File: config.mk
export PLATFORM = sky130hd
export DESIGN_NAME = i2s_master_tx
export DESIGN_NICKNAME = d
export VERILOG_FILES = /design/src/rtl/aud_pkg.sv /design/src/rtl/aud_frame_fifo.sv /design/src/rtl/i2s_master_tx.sv
export SDC_FILE = /design/constraint.sdc
export NUM_CORES = 1
export LEC_CHECK = 0
export ABC_CLOCK_PERIOD_IN_PS = 2700
export CAP_MARGIN = 20
export CORE_UTILIZATION = 40
export DETAILED_ROUTE_END_ITERATION = 10
export GPL_ROUTABILITY_DRIVEN = 0
export SLEW_MARGIN = 0
export SYNTH_ARGS = -nofsm -noshare
export SYNTH_HDL_FRONTEND = slang
export SYNTH_HIERARCHICAL = 1
export SYNTH_SLANG_ARGS = --single-unit
export TNS_END_PERCENT = 10
File: constraint.sdc
create_clock -name i_clk -period 2.7 [get_ports i_clk]
set_clock_uncertainty 0.05 [all_clocks]
set_input_delay 0.54 -clock i_clk [delete_from_list [all_inputs] [get_ports i_clk]]
set_output_delay 0.54 -clock i_clk [all_outputs]
set_load 0.03 [all_outputs]
File: src/rtl/aud_pkg.sv
// Shared audio definitions: word/slot geometry and the stereo frame type.
package aud_pkg;

    localparam int unsigned WORD_BITS  = 16;
    localparam int unsigned SLOT_BITS  = 32;
    localparam int unsigned FRAME_BITS = 2 * SLOT_BITS;

    typedef struct packed {
        logic [WORD_BITS-1:0] left;
        logic [WORD_BITS-1:0] right;
    } aud_frame_t;

    // Slot positions 1..WORD_BITS carry sample bits; position 0 is the I2S one-bit delay.
    function automatic logic is_data_pos(input logic [4:0] pos);
        return (pos >= 5'd1) && (pos <= 5'(WORD_BITS));
    endfunction

endpackage

File: src/rtl/aud_frame_fifo.sv
// Stereo frame FIFO, first-word-fall-through. Pushes while full and pops while
// empty are ignored; a simultaneous push and pop both take effect.
module aud_frame_fifo
    import aud_pkg::*;
#(
    parameter int unsigned DEPTH = 2
) (
    input  logic                   i_clk,
    input  logic                   i_rst_n,
    input  logic                   i_push,
    input  aud_frame_t             i_data,
    input  logic                   i_pop,
    output aud_frame_t             o_data,
    output logic                   o_full,
    output logic                   o_empty,
    output logic [$clog2(DEPTH):0] o_count
);

    localparam int unsigned AW = $clog2(DEPTH);
    localparam logic [AW:0] FULL_CNT = DEPTH[AW:0];

    aud_frame_t    mem_q [DEPTH];
    logic [AW-1:0] wr_ptr_q;
    logic [AW-1:0] rd_ptr_q;
    logic [AW:0]   count_q;
    logic          push_ok;
    logic          pop_ok;

    // Qualify requests against occupancy before this cycle's update.
    always_comb begin
        push_ok = i_push && (count_q != FULL_CNT);
        pop_ok  = i_pop && (count_q != '0);
    end

    assign o_full  = (count_q == FULL_CNT);
    assign o_empty = (count_q == '0);
    assign o_count = count_q;
    assign o_data  = mem_q[rd_ptr_q];

    // Pointers wrap naturally because DEPTH is a power of two.
    always_ff @(posedge i_clk or negedge i_rst_n) begin
        if (!i_rst_n) begin
            wr_ptr_q <= '0;
            rd_ptr_q <= '0;
            count_q  <= '0;
        end else begin
            if (push_ok) wr_ptr_q <= wr_ptr_q + 1'b1;
            if (pop_ok)  rd_ptr_q <= rd_ptr_q + 1'b1;
            unique case ({push_ok, pop_ok})
                2'b10:   count_q <= count_q + 1'b1;
                2'b01:   count_q <= count_q - 1'b1;
                default: count_q <= count_q;
            endcase
        end
    end

    // Storage needs no reset; entries are only read while valid.
    always_ff @(posedge i_clk) begin
        if (push_ok) mem_q[wr_ptr_q] <= i_data;
    end

endmodule

File: src/rtl/i2s_master_tx.sv
// I2S master transmitter: BCLK divider, 64-bit frame counter, per-channel
// shifters and word select, fed from a small stereo frame FIFO.
module i2s_master_tx
    import aud_pkg::*;
#(
    parameter int unsigned CLK_DIV    = 2,
    parameter int unsigned FIFO_DEPTH = 2
) (
    input  logic                 i_clk,
    input  logic                 i_rst_n,
    input  logic                 i_en,
    input  logic                 i_valid,
    input  logic [WORD_BITS-1:0] i_left,
    input  logic [WORD_BITS-1:0] i_right,
    output logic                 o_ready,
    output logic                 o_bclk,
    output logic                 o_daclrck,
    output logic                 o_aud_dacdat,
    output logic                 o_underflow
);

    localparam int unsigned CW       = $clog2(FIFO_DEPTH) + 1;
    localparam logic [CW-1:0] MAX_CNT = FIFO_DEPTH[CW-1:0];
    localparam logic [7:0] DIV_LAST  = 8'(CLK_DIV - 1);
    localparam logic [5:0] LAST_BIT  = 6'(FRAME_BITS - 1);

    typedef enum logic {StIdle, StRun} state_e;

    state_e               state_q;
    logic [7:0]           div_q;
    logic                 bclk_q;
    logic [5:0]           bit_q;
    logic                 lrck_q;
    logic                 dat_q;
    logic                 underflow_q;
    logic [WORD_BITS-1:0] left_sh_q;
    logic [WORD_BITS-1:0] right_sh_q;

    aud_frame_t           in_frame;
    aud_frame_t           fifo_data;
    logic                 fifo_full;
    logic                 fifo_empty;
    logic [CW-1:0]        fifo_count;
    logic                 fifo_pop;

    logic                 div_tc;
    logic                 fall_tick;
    logic                 frame_start;
    logic                 boundary;
    logic [5:0]           next_bit;

    assign in_frame = {i_left, i_right};

    aud_frame_fifo #(
        .DEPTH (FIFO_DEPTH)
    ) u_fifo (
        .i_clk   (i_clk),
        .i_rst_n (i_rst_n),
        .i_push  (i_valid),
        .i_data  (in_frame),
        .i_pop   (fifo_pop),
        .o_data  (fifo_data),
        .o_full  (fifo_full),
        .o_empty (fifo_empty),
        .o_count (fifo_count)
    );

    // Timing strobes; a boundary is a frame start from idle or a 63->0 wrap that continues.
    always_comb begin
        div_tc      = (div_q == DIV_LAST);
        fall_tick   = (state_q == StRun) && div_tc && bclk_q;
        frame_start = (state_q == StIdle) && i_en;
        boundary    = frame_start || (fall_tick && (bit_q == LAST_BIT) && i_en);
        fifo_pop    = boundary && !fifo_empty;
        next_bit    = bit_q + 6'd1;
    end

    // Frame sequencer: divider, bit counter, shifters and all serial outputs.
    always_ff @(posedge i_clk or negedge i_rst_n) begin
        if (!i_rst_n) begin
            state_q     <= StIdle;
            div_q       <= '0;
            bclk_q      <= 1'b0;
            bit_q       <= '0;
            lrck_q      <= 1'b0;
            dat_q       <= 1'b0;
            underflow_q <= 1'b0;
            left_sh_q   <= '0;
            right_sh_q  <= '0;
        end else begin
            underflow_q <= boundary && fifo_empty;
            // An empty FIFO at a boundary sends a silent frame.
            if (boundary) begin
                left_sh_q  <= fifo_pop ? fifo_data.left : '0;
                right_sh_q <= fifo_pop ? fifo_data.right : '0;
            end
            unique case (state_q)
                StIdle: begin
                    if (i_en) begin
                        state_q <= StRun;
                        div_q   <= '0;
                        bclk_q  <= 1'b0;
                        bit_q   <= '0;
                        lrck_q  <= 1'b0;
                        dat_q   <= 1'b0;
                    end
                end
                StRun: begin
                    if (div_tc) begin
                        div_q  <= '0;
                        bclk_q <= ~bclk_q;
                    end else begin
                        div_q <= div_q + 8'd1;
                    end
                    if (fall_tick) begin
                        if (bit_q == LAST_BIT) begin
                            // Frame complete: idle here if disabled, else restart at bit 0.
                            bit_q  <= '0;
                            lrck_q <= 1'b0;
                            dat_q  <= 1'b0;
                            if (!i_en) state_q <= StIdle;
                        end else begin
                            bit_q  <= next_bit;
                            lrck_q <= next_bit[5];
                            if (!is_data_pos(next_bit[4:0])) begin
                                dat_q <= 1'b0;
                            end else if (!next_bit[5]) begin
                                dat_q     <= left_sh_q[WORD_BITS-1];
                                left_sh_q <= {left_sh_q[WORD_BITS-2:0], 1'b0};
                            end else begin
                                dat_q      <= right_sh_q[WORD_BITS-1];
                                right_sh_q <= {right_sh_q[WORD_BITS-2:0], 1'b0};
                            end
                        end
                    end
                end
                default: state_q <= StIdle;
            endcase
        end
    end

    // Occupancy can never exceed the FIFO depth.
    count_bound_a: assert property (@(posedge i_clk) disable iff (!i_rst_n)
        fifo_count <= MAX_CNT);

    assign o_ready      = !fifo_full;
    assign o_bclk       = bclk_q;
    assign o_daclrck    = lrck_q;
    assign o_aud_dacdat = dat_q;
    assign o_underflow  = underflow_q;

endmodule

==> flow_metrics.py <==
metrics = {
    "yosys": {
        "yosysTopAreaCell": "edfxtp_1",
        "synth.distinct_cells": 50,
        "async_reset_ff_frac": 0.458,
        "syn-cell-area_sq_um": 5660,
        "ys_ff_latch": 118,
        "synth_area_leaders": "edfxtp_1, dfrtp_1, mux2_4",
        "synth_edf_count": 64,
        "netlist.area_leader.share": 0.339,
        "syn_inst": 379,
        "yosysSeqAreaShare": 0.578,
        "ys.flop_type": "edfxtp_1",
        "avgSynthCellArea_sq_um": 14.9,
        "postSynthNetCount": 420,
        "ys_warn_count": 6,
    },
    "global_route": {
        "antenna_found_initial": 0,
        "grt_usage": 0.139,
        "grt_overflow": 0,
        "grt_max_degree": 55,
        "grt_pass1_wl_mm": 15.4,
        "grt_pass1_vias": 3138,
    },
    "place": {
        "dpl.hpwl_mm": 6.06,
        "dp_slack_ns": 0.155,
        "port-buffer-count": 40,
    },
    "floorplanning": {
        "rows": 43,
        "die_h_microns": 121,
        "initial_core_util": 0.410,
        "fp.dieW_microns": 121,
        "fp.coreArea_sq_um": 13800,
        "io_pins": 41,
        "fp.dieArea_sq_um": 14600,
    },
    "timing": {
        "setup-tns-final_ns": 0,
        "timing.final.ws_setup_ns": 0.140,
        "post-route-min-period_ns": 2.56,
        "slew_headroom": 0.597,
        "grt_setup_unrepaired": "no",
        "hold_violations": 0,
        "final_max_slew_viol_count": 0,
        "holdWs_ns": 0.0590,
        "fin_crit_sh": 0.948,
        "worst_pin_slew_ns": 0.602,
        "setup_viol": 0,
        "fmax_ghz": 0.391,
    },
    "power": {
        "power_w": 0.00695,
        "powerDensity_nw_per_um2": 1010,
        "peakVddDrop_uv": 502,
        "leakagePower_nw": 2.84,
    },
    "finish": {
        "syn_to_final_growth_pct": 21.4,
        "layout_commonest_cell": "edfxtp_1",
        "layout_common_cells": "edfxtp_1, dfrtp_1, mux2_4, clkdlybuf4s50_1, nor2b_1",
        "drive_gt1_frac": 0.280,
        "antennaDiodeCount": 0,
        "fin_nets": 475,
        "fin_util": 0.497,
    },
    "drt": {
        "routedWlPerCell_microns": 14.5,
        "antenna_left": 0,
        "vias_per_cell": 4.86,
        "drtIter0Drc": 152,
        "vias": 3047,
        "dr.pass1.iters": 4,
        "wl_mm": 9.09,
        "drc": 0,
    },
    "setup_path": {
        "cp_max_fo": 16,
        "crit_type": "flop to flop",
        "worstPathRequired_ns": 2.94,
        "cp-end-kind": "flop",
        "start_kind": "flop",
        "worstPathArrival_ns": 2.80,
    },
    "clock_tree": {
        "cts_buffers": 17,
        "cts_setup_buffers": 0,
        "clock_latency_ns": 0.41,
        "clock-sinks": 118,
        "cts.repair.resized": 0,
        "clockBufferDepth": 2,
        "cts_root_buf": "clkbuf_16",
        "ctsHoldBuffers": 0,
        "cts_tree": "built",
        "cts.reportedPaths.clkPinSlew_ns": 0.06,
        "h-tree-depth": 4,
    },
    "run_status": {
        "status": "finished clean",
    },
    "run": {
        "cap_violations": 0,
    },
    "min_path": {
        "hold_path_class": "input port to async pin",
    },
}
-- power breakdown --
part	total (W)	switching (W)	internal [W]
logic	0.00189	0.000834	0.00106
registers	0.00270	0.000286	0.00242
clock network	0.00236	0.000809	0.00155
-- final cells by class --
cell class	instances	area [sq um]
fill	1181	6950
sequential	118	3270
multi-input combinational	236	2200
timing repair buffer	50	508
clock buffer	17	425
tap	180	225
clock inverter	15	204
inverter	11	41.3
-- logic make-up (layout without fill, tap and decap cells) --
family | count (synthesis) | count (layout) | synth area share
adders and majority gates | 5 | 5 | 0.0110
muxes | 93 | 93 | 0.213
xor gates and xnor gates | 9 | 9 | 0.0152
buffers and inverters | 25 | 93 | 0.0351
and+or+nand+nor | 90 | 90 | 0.101
AOI/OAI and AO/OA | 39 | 39 | 0.0471
DFF | 118 | 118 | 0.578
-- per-stage QoR --
step	area, sq um	instances
floorplan	5660	379
global placement	6250	595
detailed placement	6250	595
CTS	6880	627
global route	6880	627
finish	6880	627
-- synthesized netlist by cell type (7+ instances only) --
cell and n:
dfrtp_1 54, edfxtp_1 64, inv_1 11, mux2_1 20, mux2_2 21, mux2_4 45
mux2i_1 7, nand2_1 10, nand2b_1 7, nand3_1 9, nor2_1 11, nor2b_1 29
o21ai_0 21
-- state kept, by name, summed over array words and instances (netlist names) --
register / flops
u_fifo/o_count: 2
bit_q: 6
o_bclk: 1
u_fifo/wr_ptr_q: 1
o_aud_dacdat: 1
u_fifo/mem_q: 64
o_underflow: 1
right_sh_q: 16
div_q: 8
left_sh_q: 16
u_fifo/rd_ptr_q: 1
state_q: 1
-- critical path: stages, from the launching register on --
cell,delay (ns)
dfrtp_1,0.42
inv_1,0.13
ha_1,0.25
or3b_1,0.39
a211oi_1,0.33
o22ai_2,0.20
nand3_4,0.29
mux2_2,0.37
-- routing by layer --
layer	wire, microns	track usage
met5	0	0
met4	205	0.0718
met3	354	0.0362
met2	4160	0.210
met1	4370	0.184
-- path summary, 6_finish.rpt --
check | start | endpoint | slack (ns) | cells past startpoint
worst max-delay path | bit_q[1] | left_sh_q[1] | 0.14 | 7
worst min-delay path | i_rst_n | bit_q[3] | 0.06 | 2
worst max register to register | bit_q[1] | left_sh_q[1] | 0.14 | 7
worst min register to register | right_sh_q[2] | right_sh_q[3] | 0.45 | 1
max in group asynchronous | i_rst_n | u_fifo/rd_ptr_q | 2.27 | 2
min in group i_clk | right_sh_q[2] | right_sh_q[3] | 0.45 | 1
No activity file was read; power rests on OpenSTA's default activity.
